## src/rtl/ex_stage_md_pkg.sv

```systemverilog
// Shared definitions for the RV32 execute stage: ALU op encoding and MUL/DIV FSM states.
package ex_stage_md_pkg;

    localparam logic [3:0] OP_ADD  = 4'd0;
    localparam logic [3:0] OP_SUB  = 4'd1;
    localparam logic [3:0] OP_AND  = 4'd2;
    localparam logic [3:0] OP_OR   = 4'd3;
    localparam logic [3:0] OP_XOR  = 4'd4;
    localparam logic [3:0] OP_SLL  = 4'd5;
    localparam logic [3:0] OP_SRL  = 4'd6;
    localparam logic [3:0] OP_SRA  = 4'd7;
    localparam logic [3:0] OP_SLT  = 4'd8;
    localparam logic [3:0] OP_SLTU = 4'd9;
    localparam logic [3:0] OP_MUL  = 4'd10;
    localparam logic [3:0] OP_MULH = 4'd11;
    localparam logic [3:0] OP_DIV  = 4'd12;
    localparam logic [3:0] OP_DIVU = 4'd13;
    localparam logic [3:0] OP_REM  = 4'd14;
    localparam logic [3:0] OP_REMU = 4'd15;

    typedef enum logic [1:0] {
        S_IDLE = 2'd0,
        S_BUSY = 2'd1,
        S_DONE = 2'd2
    } state_t;

    function automatic logic is_muldiv(input logic [3:0] op);
        return op >= OP_MUL;
    endfunction

endpackage

```

## src/rtl/ex_stage_md_if.sv

```systemverilog
// ID/EX -> EX -> MEM handshake bundle; master is the surrounding pipeline, slave is the EX stage.
interface ex_stage_md_if #(
    parameter int XLEN   = 32,
    parameter int CTRL_W = 5,
    parameter int RD_W   = 5
);
    logic              in_valid;
    logic              in_ready;
    logic [CTRL_W-1:0] ctrl_ex;
    logic [3:0]        alu_op;
    logic              src_b_sel;
    logic [RD_W-1:0]   rd_ex;
    logic [XLEN-1:0]   r_data1;
    logic [XLEN-1:0]   r_data2;
    logic [XLEN-1:0]   imm;
    logic [XLEN-1:0]   pc4_ex;
    logic              flush;
    logic              mem_ready;
    logic              mem_valid;
    logic [CTRL_W-1:0] ctrl_mem;
    logic [RD_W-1:0]   rd_mem;
    logic [XLEN-1:0]   alu_result;
    logic [XLEN-1:0]   write_data;
    logic [XLEN-1:0]   pc4_mem;
    logic              md_busy;

    modport master (
        output in_valid, ctrl_ex, alu_op, src_b_sel, rd_ex, r_data1, r_data2, imm, pc4_ex,
               flush, mem_ready,
        input  in_ready, mem_valid, ctrl_mem, rd_mem, alu_result, write_data, pc4_mem, md_busy
    );

    modport slave (
        input  in_valid, ctrl_ex, alu_op, src_b_sel, rd_ex, r_data1, r_data2, imm, pc4_ex,
               flush, mem_ready,
        output in_ready, mem_valid, ctrl_mem, rd_mem, alu_result, write_data, pc4_mem, md_busy
    );
endinterface

```

## src/rtl/ex_stage_md_muldiv.sv

```systemverilog
// Iterative RV32M unit: shift-add multiplier and restoring divider on operand magnitudes,
// with sign fixup at the output. Fixed XLEN-cycle latency; o_last flags the final iteration.
module ex_stage_md_muldiv
    import ex_stage_md_pkg::*;
#(
    parameter int XLEN = 32
) (
    input  logic            clk,
    input  logic            reset,
    input  logic            i_start,
    input  logic            i_abort,
    input  logic [3:0]      i_op,
    input  logic [XLEN-1:0] i_a,
    input  logic [XLEN-1:0] i_b,
    output logic            o_last,
    output logic [XLEN-1:0] o_result
);
    localparam int CNT_W = $clog2(XLEN);
    localparam logic [CNT_W-1:0] CNT_LAST = CNT_W'(XLEN - 1);

    logic              r_active;
    logic [CNT_W-1:0]  r_cnt;
    logic [3:0]        r_op;
    logic              r_a_neg;
    logic              r_b_neg;
    logic              r_b_zero;
    logic [XLEN-1:0]   r_a_raw;
    logic [XLEN-1:0]   r_m;
    logic [XLEN-1:0]   r_hi;
    logic [XLEN-1:0]   r_lo;

    logic              w_start_div;
    logic              w_signed;
    logic              w_a_neg;
    logic              w_b_neg;
    logic [XLEN-1:0]   w_mag_a;
    logic [XLEN-1:0]   w_mag_b;
    logic              w_is_div;
    logic [XLEN:0]     w_sum;
    logic [XLEN:0]     w_shift;
    logic [XLEN:0]     w_trial;
    logic [2*XLEN-1:0] w_prod;
    logic [2*XLEN-1:0] w_prod_s;
    logic [XLEN-1:0]   w_quot;
    logic [XLEN-1:0]   w_rem;

    // MUL low bits are sign-agnostic, so only the unsigned divides skip magnitude conversion
    assign w_start_div = i_op >= OP_DIV;
    assign w_signed    = (i_op != OP_DIVU) && (i_op != OP_REMU);
    assign w_a_neg     = w_signed & i_a[XLEN-1];
    assign w_b_neg     = w_signed & i_b[XLEN-1];
    assign w_mag_a     = w_a_neg ? -i_a : i_a;
    assign w_mag_b     = w_b_neg ? -i_b : i_b;

    assign w_is_div = r_op >= OP_DIV;
    assign w_sum    = {1'b0, r_hi} + (r_lo[0] ? {1'b0, r_m} : '0);
    assign w_shift  = {r_hi, r_lo[XLEN-1]};
    assign w_trial  = w_shift - {1'b0, r_m};

    always_ff @(posedge clk or posedge reset) begin
        if (reset) begin
            r_active <= 1'b0;
            r_cnt    <= '0;
            r_op     <= '0;
            r_a_neg  <= 1'b0;
            r_b_neg  <= 1'b0;
            r_b_zero <= 1'b0;
            r_a_raw  <= '0;
            r_m      <= '0;
            r_hi     <= '0;
            r_lo     <= '0;
        end else if (i_abort) begin
            r_active <= 1'b0;
            r_cnt    <= '0;
        end else if (i_start) begin
            r_active <= 1'b1;
            r_cnt    <= '0;
            r_op     <= i_op;
            r_a_neg  <= w_a_neg;
            r_b_neg  <= w_b_neg;
            r_b_zero <= (i_b == '0);
            r_a_raw  <= i_a;
            r_m      <= w_start_div ? w_mag_b : w_mag_a;
            r_lo     <= w_start_div ? w_mag_a : w_mag_b;
            r_hi     <= '0;
        end else if (r_active) begin
            r_cnt <= r_cnt + CNT_W'(1);
            if (r_cnt == CNT_LAST) begin
                r_active <= 1'b0;
            end
            if (w_is_div) begin
                // trial subtraction: keep it when the partial remainder stays non-negative
                if (!w_trial[XLEN]) begin
                    r_hi <= w_trial[XLEN-1:0];
                    r_lo <= {r_lo[XLEN-2:0], 1'b1};
                end else begin
                    r_hi <= w_shift[XLEN-1:0];
                    r_lo <= {r_lo[XLEN-2:0], 1'b0};
                end
            end else begin
                r_hi <= w_sum[XLEN:1];
                r_lo <= {w_sum[0], r_lo[XLEN-1:1]};
            end
        end
    end

    assign o_last = r_active & (r_cnt == CNT_LAST);

    assign w_prod   = {r_hi, r_lo};
    assign w_prod_s = (r_a_neg ^ r_b_neg) ? -w_prod : w_prod;
    assign w_quot   = (r_a_neg ^ r_b_neg) ? -r_lo : r_lo;
    assign w_rem    = r_a_neg ? -r_hi : r_hi;

    // Divide by zero bypasses the sign fixup: all-ones quotient, dividend as remainder
    always_comb begin
        o_result = '0;
        case (r_op)
            OP_MUL:           o_result = w_prod_s[XLEN-1:0];
            OP_MULH:          o_result = w_prod_s[2*XLEN-1:XLEN];
            OP_DIV, OP_DIVU:  o_result = r_b_zero ? '1 : w_quot;
            OP_REM, OP_REMU:  o_result = r_b_zero ? r_a_raw : w_rem;
            default:          o_result = '0;
        endcase
    end

endmodule

```

## src/rtl/ex_stage_md.sv

```systemverilog
// RV32IM execute stage: operand-B mux, single-cycle ALU, iterative MUL/DIV with upstream
// stall, and the EX/MEM register with valid, MEM backpressure and flush.
module ex_stage_md
    import ex_stage_md_pkg::*;
#(
    parameter int XLEN   = 32,
    parameter int CTRL_W = 5,
    parameter int RD_W   = 5
) (
    input  logic          clk,
    input  logic          reset,
    ex_stage_md_if.slave  bus
);
    localparam int SH_W = $clog2(XLEN);

    state_t            r_state;
    logic              r_mem_valid;
    logic [CTRL_W-1:0] r_ctrl_mem;
    logic [RD_W-1:0]   r_rd_mem;
    logic [XLEN-1:0]   r_alu_result;
    logic [XLEN-1:0]   r_write_data;
    logic [XLEN-1:0]   r_pc4_mem;
    logic [CTRL_W-1:0] r_ctrl_l;
    logic [RD_W-1:0]   r_rd_l;
    logic [XLEN-1:0]   r_wd_l;
    logic [XLEN-1:0]   r_pc4_l;

    logic              w_mem_free;
    logic              w_in_ready;
    logic              w_accept;
    logic              w_is_md;
    logic              w_md_start;
    logic              w_load_alu;
    logic              w_load_md;
    logic [XLEN-1:0]   w_opb;
    logic [SH_W-1:0]   w_shamt;
    logic [XLEN-1:0]   w_alu;
    logic              w_md_last;
    logic [XLEN-1:0]   w_md_result;

    assign w_mem_free = !r_mem_valid | bus.mem_ready;
    assign w_in_ready = !reset & (r_state == S_IDLE) & w_mem_free;
    // flush wins over a same-cycle accept
    assign w_accept   = bus.in_valid & w_in_ready & !bus.flush;
    assign w_is_md    = is_muldiv(bus.alu_op);
    assign w_md_start = w_accept & w_is_md;
    assign w_load_alu = w_accept & !w_is_md;
    assign w_load_md  = (r_state == S_DONE) & w_mem_free & !bus.flush;

    assign w_opb   = bus.src_b_sel ? bus.imm : bus.r_data2;
    assign w_shamt = w_opb[SH_W-1:0];

    always_comb begin
        w_alu = '0;
        case (bus.alu_op)
            OP_ADD:  w_alu = bus.r_data1 + w_opb;
            OP_SUB:  w_alu = bus.r_data1 - w_opb;
            OP_AND:  w_alu = bus.r_data1 & w_opb;
            OP_OR:   w_alu = bus.r_data1 | w_opb;
            OP_XOR:  w_alu = bus.r_data1 ^ w_opb;
            OP_SLL:  w_alu = bus.r_data1 << w_shamt;
            OP_SRL:  w_alu = bus.r_data1 >> w_shamt;
            OP_SRA:  w_alu = $unsigned($signed(bus.r_data1) >>> w_shamt);
            OP_SLT:  w_alu = XLEN'($signed(bus.r_data1) < $signed(w_opb));
            OP_SLTU: w_alu = XLEN'(bus.r_data1 < w_opb);
            default: w_alu = '0;
        endcase
    end

    ex_stage_md_muldiv #(.XLEN(XLEN)) u_muldiv (
        .clk      (clk),
        .reset    (reset),
        .i_start  (w_md_start),
        .i_abort  (bus.flush),
        .i_op     (bus.alu_op),
        .i_a      (bus.r_data1),
        .i_b      (w_opb),
        .o_last   (w_md_last),
        .o_result (w_md_result)
    );

    always_ff @(posedge clk or posedge reset) begin
        if (reset) begin
            r_state <= S_IDLE;
        end else if (bus.flush) begin
            r_state <= S_IDLE;
        end else begin
            case (r_state)
                S_IDLE:  if (w_md_start) r_state <= S_BUSY;
                S_BUSY:  if (w_md_last)  r_state <= S_DONE;
                S_DONE:  if (w_mem_free) r_state <= S_IDLE;
                default: r_state <= S_IDLE;
            endcase
        end
    end

    // Sideband fields of a MUL/DIV are captured at accept; upstream may move on while busy
    always_ff @(posedge clk or posedge reset) begin
        if (reset) begin
            r_ctrl_l <= '0;
            r_rd_l   <= '0;
            r_wd_l   <= '0;
            r_pc4_l  <= '0;
        end else if (w_md_start) begin
            r_ctrl_l <= bus.ctrl_ex;
            r_rd_l   <= bus.rd_ex;
            r_wd_l   <= bus.r_data2;
            r_pc4_l  <= bus.pc4_ex;
        end
    end

    always_ff @(posedge clk or posedge reset) begin
        if (reset) begin
            r_mem_valid  <= 1'b0;
            r_ctrl_mem   <= '0;
            r_rd_mem     <= '0;
            r_alu_result <= '0;
            r_write_data <= '0;
            r_pc4_mem    <= '0;
        end else if (w_load_alu) begin
            r_mem_valid  <= 1'b1;
            r_ctrl_mem   <= bus.ctrl_ex;
            r_rd_mem     <= bus.rd_ex;
            r_alu_result <= w_alu;
            r_write_data <= bus.r_data2;
            r_pc4_mem    <= bus.pc4_ex;
        end else if (w_load_md) begin
            r_mem_valid  <= 1'b1;
            r_ctrl_mem   <= r_ctrl_l;
            r_rd_mem     <= r_rd_l;
            r_alu_result <= w_md_result;
            r_write_data <= r_wd_l;
            r_pc4_mem    <= r_pc4_l;
        end else if (bus.mem_ready) begin
            r_mem_valid  <= 1'b0;
        end
    end

    assign bus.in_ready   = w_in_ready;
    assign bus.mem_valid  = r_mem_valid;
    assign bus.ctrl_mem   = r_ctrl_mem;
    assign bus.rd_mem     = r_rd_mem;
    assign bus.alu_result = r_alu_result;
    assign bus.write_data = r_write_data;
    assign bus.pc4_mem    = r_pc4_mem;
    assign bus.md_busy    = (r_state != S_IDLE);

endmodule

```

## src/flat_wrapper.sv

```systemverilog
// flat-port wrapper written by rule: the top's interface ports become plain ports
module ex_stage_md_flat import ex_stage_md_pkg::*;
#(
    parameter int XLEN   = 32,
    parameter int CTRL_W = 5,
    parameter int RD_W   = 5
)
  (clk, reset, bus_in_valid, bus_ctrl_ex, bus_alu_op, bus_src_b_sel, bus_rd_ex, bus_r_data1, bus_r_data2, bus_imm, bus_pc4_ex, bus_flush, bus_mem_ready, bus_in_ready, bus_mem_valid, bus_ctrl_mem, bus_rd_mem, bus_alu_result, bus_write_data, bus_pc4_mem, bus_md_busy);
  ex_stage_md_if #(.XLEN(XLEN), .CTRL_W(CTRL_W), .RD_W(RD_W)) bus_i ();
  input  logic clk;
  input  logic reset;
  input wire logic [$bits(bus_i.in_valid)-1:0] bus_in_valid;
  input wire logic [$bits(bus_i.ctrl_ex)-1:0] bus_ctrl_ex;
  input wire logic [$bits(bus_i.alu_op)-1:0] bus_alu_op;
  input wire logic [$bits(bus_i.src_b_sel)-1:0] bus_src_b_sel;
  input wire logic [$bits(bus_i.rd_ex)-1:0] bus_rd_ex;
  input wire logic [$bits(bus_i.r_data1)-1:0] bus_r_data1;
  input wire logic [$bits(bus_i.r_data2)-1:0] bus_r_data2;
  input wire logic [$bits(bus_i.imm)-1:0] bus_imm;
  input wire logic [$bits(bus_i.pc4_ex)-1:0] bus_pc4_ex;
  input wire logic [$bits(bus_i.flush)-1:0] bus_flush;
  input wire logic [$bits(bus_i.mem_ready)-1:0] bus_mem_ready;
  output wire logic [$bits(bus_i.in_ready)-1:0] bus_in_ready;
  output wire logic [$bits(bus_i.mem_valid)-1:0] bus_mem_valid;
  output wire logic [$bits(bus_i.ctrl_mem)-1:0] bus_ctrl_mem;
  output wire logic [$bits(bus_i.rd_mem)-1:0] bus_rd_mem;
  output wire logic [$bits(bus_i.alu_result)-1:0] bus_alu_result;
  output wire logic [$bits(bus_i.write_data)-1:0] bus_write_data;
  output wire logic [$bits(bus_i.pc4_mem)-1:0] bus_pc4_mem;
  output wire logic [$bits(bus_i.md_busy)-1:0] bus_md_busy;
  assign bus_i.in_valid = bus_in_valid;
  assign bus_i.ctrl_ex = bus_ctrl_ex;
  assign bus_i.alu_op = bus_alu_op;
  assign bus_i.src_b_sel = bus_src_b_sel;
  assign bus_i.rd_ex = bus_rd_ex;
  assign bus_i.r_data1 = bus_r_data1;
  assign bus_i.r_data2 = bus_r_data2;
  assign bus_i.imm = bus_imm;
  assign bus_i.pc4_ex = bus_pc4_ex;
  assign bus_i.flush = bus_flush;
  assign bus_i.mem_ready = bus_mem_ready;
  assign bus_in_ready = bus_i.in_ready;
  assign bus_mem_valid = bus_i.mem_valid;
  assign bus_ctrl_mem = bus_i.ctrl_mem;
  assign bus_rd_mem = bus_i.rd_mem;
  assign bus_alu_result = bus_i.alu_result;
  assign bus_write_data = bus_i.write_data;
  assign bus_pc4_mem = bus_i.pc4_mem;
  assign bus_md_busy = bus_i.md_busy;
  ex_stage_md #(.XLEN(XLEN), .CTRL_W(CTRL_W), .RD_W(RD_W)) u_core (.clk(clk), .reset(reset), .bus(bus_i));
endmodule
```

## config.mk

```make
export PLATFORM = sky130hd
export DESIGN_NAME = ex_stage_md_flat
export DESIGN_NICKNAME = d
export VERILOG_FILES = /design/src/rtl/ex_stage_md_pkg.sv /design/src/rtl/ex_stage_md_if.sv /design/src/rtl/ex_stage_md_muldiv.sv /design/src/rtl/ex_stage_md.sv /design/src/flat_wrapper.sv
export SDC_FILE = /design/constraint.sdc
export NUM_CORES = 2
export LEC_CHECK = 0
export BUFFER_PORTS_ARGS = -buffer_cell sky130_fd_sc_hd__buf_4
export CORE_ASPECT_RATIO = 0.75
export CORE_MARGIN = 5
export CORE_UTILIZATION = 45
export DETAILED_ROUTE_END_ITERATION = 10
export PLACE_DENSITY = 0.63
export RECOVER_POWER = 50
export SETUP_SLACK_MARGIN = 0.1
export SYNTH_ARGS = -nofsm -noshare
export SYNTH_HDL_FRONTEND = slang
export SYNTH_SLANG_ARGS = --single-unit
```

## constraint.sdc

```tcl
create_clock -name clk -period 11 [get_ports clk]
set_clock_uncertainty 0.15 [all_clocks]
set_input_delay 1.65 -clock clk [delete_from_list [all_inputs] [get_ports clk]]
set_output_delay 1.65 -clock clk [all_outputs]
set_load 0.03 [all_outputs]
```

Word-level counts from Yosys, hierarchy flattened
Cells that the tools add are included.

word-level totals
  register bits after elaboration = 324
  logic and storage cells = 143

operators by class
  add/subtract/negate cells = 10
  order comparisons = 5
  eq/ne operators = 23
  shift operators = 3
  mux-type cells = 46
  bitwise logic cells = 17
  reduce and logical (&&, ||, !) cells = 18

operators by type and width
  cell                                                 count
  2-to-1 mux 32 bit                                    23
  case mux 32 bit (10 select lines)                    1
  negator 32 bit                                       4
  case mux 32 bit (4 select lines)                     1
  less-than comparator 32 bit                          2
  2-to-1 mux 64 bit                                    1
  negator 64 bit                                       1
  2-to-1 mux 5 bit                                     7
  adder 32 x 32 -> 33 bit                              1
  subtractor 33 x 32 -> 33 bit                         1
  adder 32 bit                                         1
  bitwise AND 32 bit                                   1
  equality test 4 bit, second input constant           8
  zero test 32 bit                                     1
  bitwise OR 32 bit                                    1
  << shifter 32 x 5 -> 32 bit                          1
  right shift 32 x 5 -> 32 bit                         1
  >>> shifter 32 x 5 -> 32 bit                         1
  subtractor 32 bit                                    1
  XOR 32 bit                                           1
  equality test 4 x 3 -> 1 bit, second input constant  4
  >= comparator 4 bit, second input constant           3
  bitwise AND 1 bit                                    11
  equality test 4 x 2 -> 1 bit, second input constant  2
  23 further kinds                                     43

Longest topological paths before layout
  depth in word-level cells = 9
  depth in mapped cells = 20
  depth with buffers taken out = 15

Cells and area by module
Synthesis repeated with hierarchy kept, for this count alone.

second synthesis, totals
  cells, all modules = 4128
  area total of the unflattened synthesis = 31856.8 µm²

modules (own cells, without submodules)
  module              instances  cells each  area an instance (µm²)  sequential area each (µm²)
  ex_stage_md         1          2081        16971.3                 4579.4
  ex_stage_md_muldiv  1          2047        14885.5                 3528.4

Least setup slack after synthesis
No wires, ideal clock.

  kind = input-to-reg
  start = in bus_src_b_sel
  end = reg u_core.r_alu_result[18], in the netlist u_core.bus.alu_result[18]
  setup time = 0.147 ns
  arrival time = 6.219 ns
  required time = 10.703 ns
  path slack = 4.484 ns
  cell stages on the path = 19
  buffers on the path = 5
  cells stage by stage = buf_2 -> mux2i_1 -> inv_1 -> buf_1 -> buf_1 -> clkbuf_1 -> buf_2 -> ha_1 -> inv_1 -> fa_1 -> nor2b_1 -> o21ai_0 -> a31oi_1 -> a311oi_1 -> o21bai_1 -> a211oi_1 -> o221ai_1 -> a2111oi_0 -> o221ai_1

on the way
  longest elaborated chain between the ends = 4
  elaborated cells on any way between the ends = 11
  those cells by class = add/sub (2); shift (3); mux (3); bitwise (3)

RTL lines
  element                                          line                text
  from (decl)                                      flat_wrapper.sv:15  input wire logic [$bits(bus_i.src_b_sel)-1:0] bus_src_b_sel;
  2-to-1 mux 32 bit (*)                            ex_stage_md.sv:50   assign w_opb = bus.src_b_sel ? bus.imm : bus.r_data2;
  subtractor 32 bit, or another cell as far along  ex_stage_md.sv:57   OP_SUB: w_alu = bus.r_data1 - w_opb;
  case mux 32 bit (10 select lines) (*)            ex_stage_md.sv:55   case (bus.alu_op)
  2-to-1 mux 32 bit (*)                            ex_stage_md.sv:120  end else if (w_load_alu) begin
  to (signal assigned)                             ex_stage_md.sv:124  r_alu_result <= w_alu;
  to (signal assigned)                             ex_stage_md.sv:131  r_alu_result <= w_md_result;
  to (decl)                                        ex_stage_md.sv:20   logic [XLEN-1:0] r_alu_result;

Mark *: on every way between the ends. The rest lies on a longest branch, timed or not.
A chain may end at the register's enable or synchronous reset.

==> flow_results.org <==
** Synthesis
- Nets in the synthesized netlist :: 4460
- Counting flops and latches in the post-synthesis netlist gives 324.
- Multiplexer share of the synthesized area :: 0.06598
- Fraction of the yosys area taken by sequential cells :: 0.2641
- Top flip-flop cell by instance count after synthesis :: sky130_fd_sc_hd__dfrtp_1
- Post-synthesis compound-gate area fraction :: 0.2758
- Total of warnings raised by yosys :: 0
- FFs w/ async S/R, synth :: 1.000
- Post-synthesis cell count :: 4138
- Summing every instance area after synthesis gives 30700 um2.
- Of the total synthesized cell area, the portion taken by AND, OR, NAND and NOR gates is 0.2019.
- Of the total synthesized cell area, the portion taken by full adders, half adders and majority gates is 0.07189.
- Post-Synthesis Mean Instance Area :: 7.420 um2
- Main combinational cell family by area after synthesis :: compound AO/OA/AOI/OAI gates
- Post-synth EDFFs :: 0
- Of the total synthesized cell area, the portion taken by XOR and XNOR cells is 0.06162.
- Number of distinct standard cells referenced by the synthesized netlist :: 85

** Detailed routing
- Initial DRT Pass Iterations :: 9
- Sum of routed wire length over all layers :: 156200 um
- Met1 Routed Length :: 68170 um
- Number of DRC violations after detailed routing :: 0
- Routed wire length on met3 :: 21330 um
- After detailed routing, the average wire length per cell comes to 30.56 um.
- Number of antenna-violating nets in the routed design :: 0
- Detailed routing inserted a total of 34150 vias.
- Met2 WL post-DR :: 59880 um
- The highest metal layer carrying signal wires in the routed design is met5.
- Via count normalized by instance count :: 6.683
- Violation count after the first detailed-route iteration :: 5229

** STA
- Headroom to the max-slew limit :: -2.374
- Shortest period the worst path allows :: 7.238 ns
- The max-slew violation total from the final report was 208.
- Dividing the final minimum period by the clock period gives 0.6580.
- Post-Route Setup TNS :: 0 ns
- RSZ-0062 raised after global routing :: false
- Setup violations remaining at the end of the flow were counted as 0.
- Hold is met by 0.3243 ns.
- For the pin with the worst max-slew slack, the measured transition is 5.033 ns.
- Derived from the worst setup path, the maximum achievable clock frequency is 138.2 MHz.
- The final hold violation count is 0.

** Clocking
- The clock net in this run drives a total of 324 sinks.
- Total setup buffers inserted after CTS :: 0
- Clock buffer count from CTS :: 39
- Clock Root Buffer :: sky130_fd_sc_hd__clkbuf_16
- In this run the deepest clock path goes through 3 buffers.
- TritonCTS clock tree :: built
- Clock slew seen by the registers of the worst setup and hold paths :: 0.06 ns
- Post-CTS Hold Fix Bufs :: 0
- Worst-Skew Late Latency :: 0.60 ns
- The H-tree was split into 2 levels.
- In this run, post-CTS repair resized a total of 0 instances.

** Worst setup path
- Type of the worst setup path :: input port to async pin
- In this run the worst path has a maximum fanout of 101.
- Critical path cell sequence :: clkbuf_1, clkinvlp_2, clkbuf_1
- In this design, the largest share of critical-path delay is due to buffers and inverters.
- Counting stages on the worst path, the most repeated cell is sky130_fd_sc_hd__clkbuf_1.
- Cell at the slowest stage of the critical path :: sky130_fd_sc_hd__clkinvlp_2
- For this run, the slowest stage of the critical path takes 2.81 ns.
- CP Data Arrival Time :: 7.06 ns
- STA classifies the critical path endpoint as an async pin.
- Required time worst endpoint :: 10.82 ns
- Startpoint types :: input port
- Together, buffers and inverters on the worst path number 3.

** Power
- Static Leak :: 15.19 nW
- Power spread over the standard cell area amounts to 202.8 nW/um2.
- Largest vdd supply drop :: 0.0001226 V

** Global route
- First-pass GRT wire length :: 224800 um
- In the global route stage, overall resource usage came out at 0.4054.
- Overflow after GRT :: 0
- Entering global routing, the biggest net connects 178 pins.
- The initial antenna violation count came to 4.
- The number of global-route vias before repair is 31080.

** Die
- Core region area :: 68020 um2
- The die covers 73610 um2.
- Cell Rows :: 83
- The die is 236.2 um tall.
- For this configuration, the core starts out at a cell density of 0.4514.
- In this run the count of I/O pins placed on the die edge is 257.
- In this run the horizontal extent of the chip is 311.6 um.

** Placed design
- Buffers placed on the I/O ports in this run total 256.
- Placed wire-length estimate :: 117700 um
- Including well taps, the total number of placed cells is 5041.
- Routability Congestion :: 1.030

** Cells and area
- Fraction of final layout cells with drive strength greater than 1 :: 0.08535
- The area growth from synthesis to layout is 11.13%.
- For this run, the number of standard cells in the final layout without fillers is 5110.
- In the final design database the tool counted 4512 nets.
- The repair_antennas step left the layout with diodes totalling 0.

** Min path
- The tightest min-delay check is of the flop to flop type.

** Outcome
- Violated checks :: capacitance limit, slew limit
- Run status :: complete, but fails checks

** Job
- Reported max-cap violation count :: 3
==> worst paths after layout <==
| kind | startpoint | end | slack [ns] | cells after the start |
|---|---|---|---|---|
| max | reset | u_core.u_muldiv.r_lo[1]$_DFFE_PP0P_ | 3.76 | 3 |
| max in group clk | bus_src_b_sel | u_core.bus.alu_result[18]$_DFFE_PP0P_ | 4.53 | 13 |
| max reg2reg | u_core.u_muldiv.r_lo[31]$_DFFE_PP0P_ | u_core.u_muldiv.r_hi[17]$_DFFE_PP0P_ | 5.91 | 16 |
| min reg2reg | u_core.r_pc4_l[4]$_DFFE_PP0P_ | u_core.r_pc4_l[4]$_DFFE_PP0P_ | 0.32 | 2 |
| min | u_core.r_pc4_l[4]$_DFFE_PP0P_ | u_core.r_pc4_l[4]$_DFFE_PP0P_ | 0.32 | 2 |
| min in group asynchronous | reset | u_core.u_muldiv.r_hi[25]$_DFFE_PP0P_ | 2.46 | 2 |
==> synth_stat cells, types with 37 or more instances <==
| library cell | number | area, um2 |
|---|---|---|
| sky130_fd_sc_hd__nand2_1 | 793 | 2977 |
| sky130_fd_sc_hd__o21ai_0 | 345 | 1727 |
| sky130_fd_sc_hd__dfrtp_1 | 324 | 8108 |
| sky130_fd_sc_hd__nor2_1 | 320 | 1201 |
| sky130_fd_sc_hd__a21oi_1 | 300 | 1501 |
| sky130_fd_sc_hd__clkbuf_1 | 278 | 1044 |
| sky130_fd_sc_hd__ha_1 | 170 | 2127 |
| sky130_fd_sc_hd__mux2i_1 | 163 | 1632 |
| sky130_fd_sc_hd__inv_1 | 156 | 585.6 |
| sky130_fd_sc_hd__xnor2_1 | 155 | 1358 |
| sky130_fd_sc_hd__a22oi_1 | 111 | 833.3 |
| sky130_fd_sc_hd__nor3_1 | 83 | 415.4 |
| sky130_fd_sc_hd__nand3_1 | 66 | 330.3 |
| sky130_fd_sc_hd__o211ai_1 | 63 | 473.0 |
| sky130_fd_sc_hd__xor2_1 | 61 | 534.3 |
| sky130_fd_sc_hd__a31oi_1 | 57 | 356.6 |
| sky130_fd_sc_hd__o221ai_1 | 42 | 367.9 |
| sky130_fd_sc_hd__a211oi_1 | 40 | 300.3 |
| sky130_fd_sc_hd__a221oi_1 | 38 | 332.8 |
| sky130_fd_sc_hd__a21o_1 | 37 | 277.8 |
==> area by class of cell <==
cell class	instances	area, um2
Fill cell	6767	33900
Multi-Input combinational cell	3337	20950
Inverter	161	605.6
Clock inverter	16	190.2
Sequential cell	324	8108
Tap cell	892	1116
Clock buffer	53	1079
Timing Repair Buffer	327	2073
==> worst reg2reg max path, delay by kind of cell (launching register included) <==
family                   cells  cell delay [ns]
AO/OA/AOI/OAI                6             1.37
XOR/XNOR                     1             0.52
adder cells (fa/ha/maj)      2             0.64
buffers and inverters        4             1.10
flip-flops                   1             0.57
multiplexers                 1             0.26
AND/OR/NAND/NOR              2             0.35
==> per-layer routing <==
metal	global-route usage	vias up
met1	0.6026	16600
met2	0.5429	2288
met5	0	-
li1	-	14950
met4	0.1351	2
met3	0.1391	307
==> logic make-up after synthesis <==
logic type      count (synthesis)
simple gates                 1452
compound gates               1307
buf+inv                       477
flops                         324
xor+xnor                      216
mux                           188
fa+ha+maj                     174
==> placed cells by master, fill, tap and decap left out, drive strengths merged, types with 61 or more instances in the layout <==
cell type | netlist | layout
a22oi | 111 | 111
a21oi | 300 | 300
o211ai | 63 | 63
xnor2 | 155 | 155
mux2i | 163 | 163
clkbuf | 278 | 159
nor2 | 320 | 320
buf | 38 | 221
inv | 158 | 158
nor3 | 83 | 83
nand2 | 793 | 793
nand3 | 66 | 66
dfrtp | 324 | 324
o21ai | 347 | 347
xor2 | 61 | 61
ha | 170 | 170
==> per-stage QoR <==
| stage | utilization | worst slack [ns] | total power, mW | cell area, um2 |
|---|---|---|---|---|
| after floorplan | - | 0.2303 | 4.305 | 30700 |
| after global placement | 0.4888 | 4.288 | 5.514 | 33250 |
| after detailed placement | 0.4888 | 4.232 | 5.524 | 33250 |
| after CTS | 0.5075 | 4.793 | 6.873 | 34520 |
| after global routing | 0.5016 | 2.595 | 7.272 | 34120 |
| final | 0.5016 | 3.762 | 6.918 | 34120 |
==> sequential cells by signal (all words and copies together), names as in the netlist, 4 cells and up <==
name                     cells
u_core.bus.ctrl_mem          5
u_core.u_muldiv.r_m         32
u_core.r_wd_l               32
u_core.bus.alu_result       32
u_core.bus.write_data       32
u_core.u_muldiv.r_lo        32
u_core.u_muldiv.r_a_raw     32
u_core.u_muldiv.r_hi        32
u_core.bus.rd_mem            5
u_core.bus.pc4_mem          32
u_core.u_muldiv.r_cnt        5
u_core.r_ctrl_l              5
u_core.r_rd_l                5
u_core.u_muldiv.r_op         4
u_core.r_pc4_l              32
==> where the power goes <==
group	internal, mW	switching (mW)
clock	0.743	0.591
combinational	1.29	2.35
sequential	1.50	0.447
(Power assumes the default switching activity.)
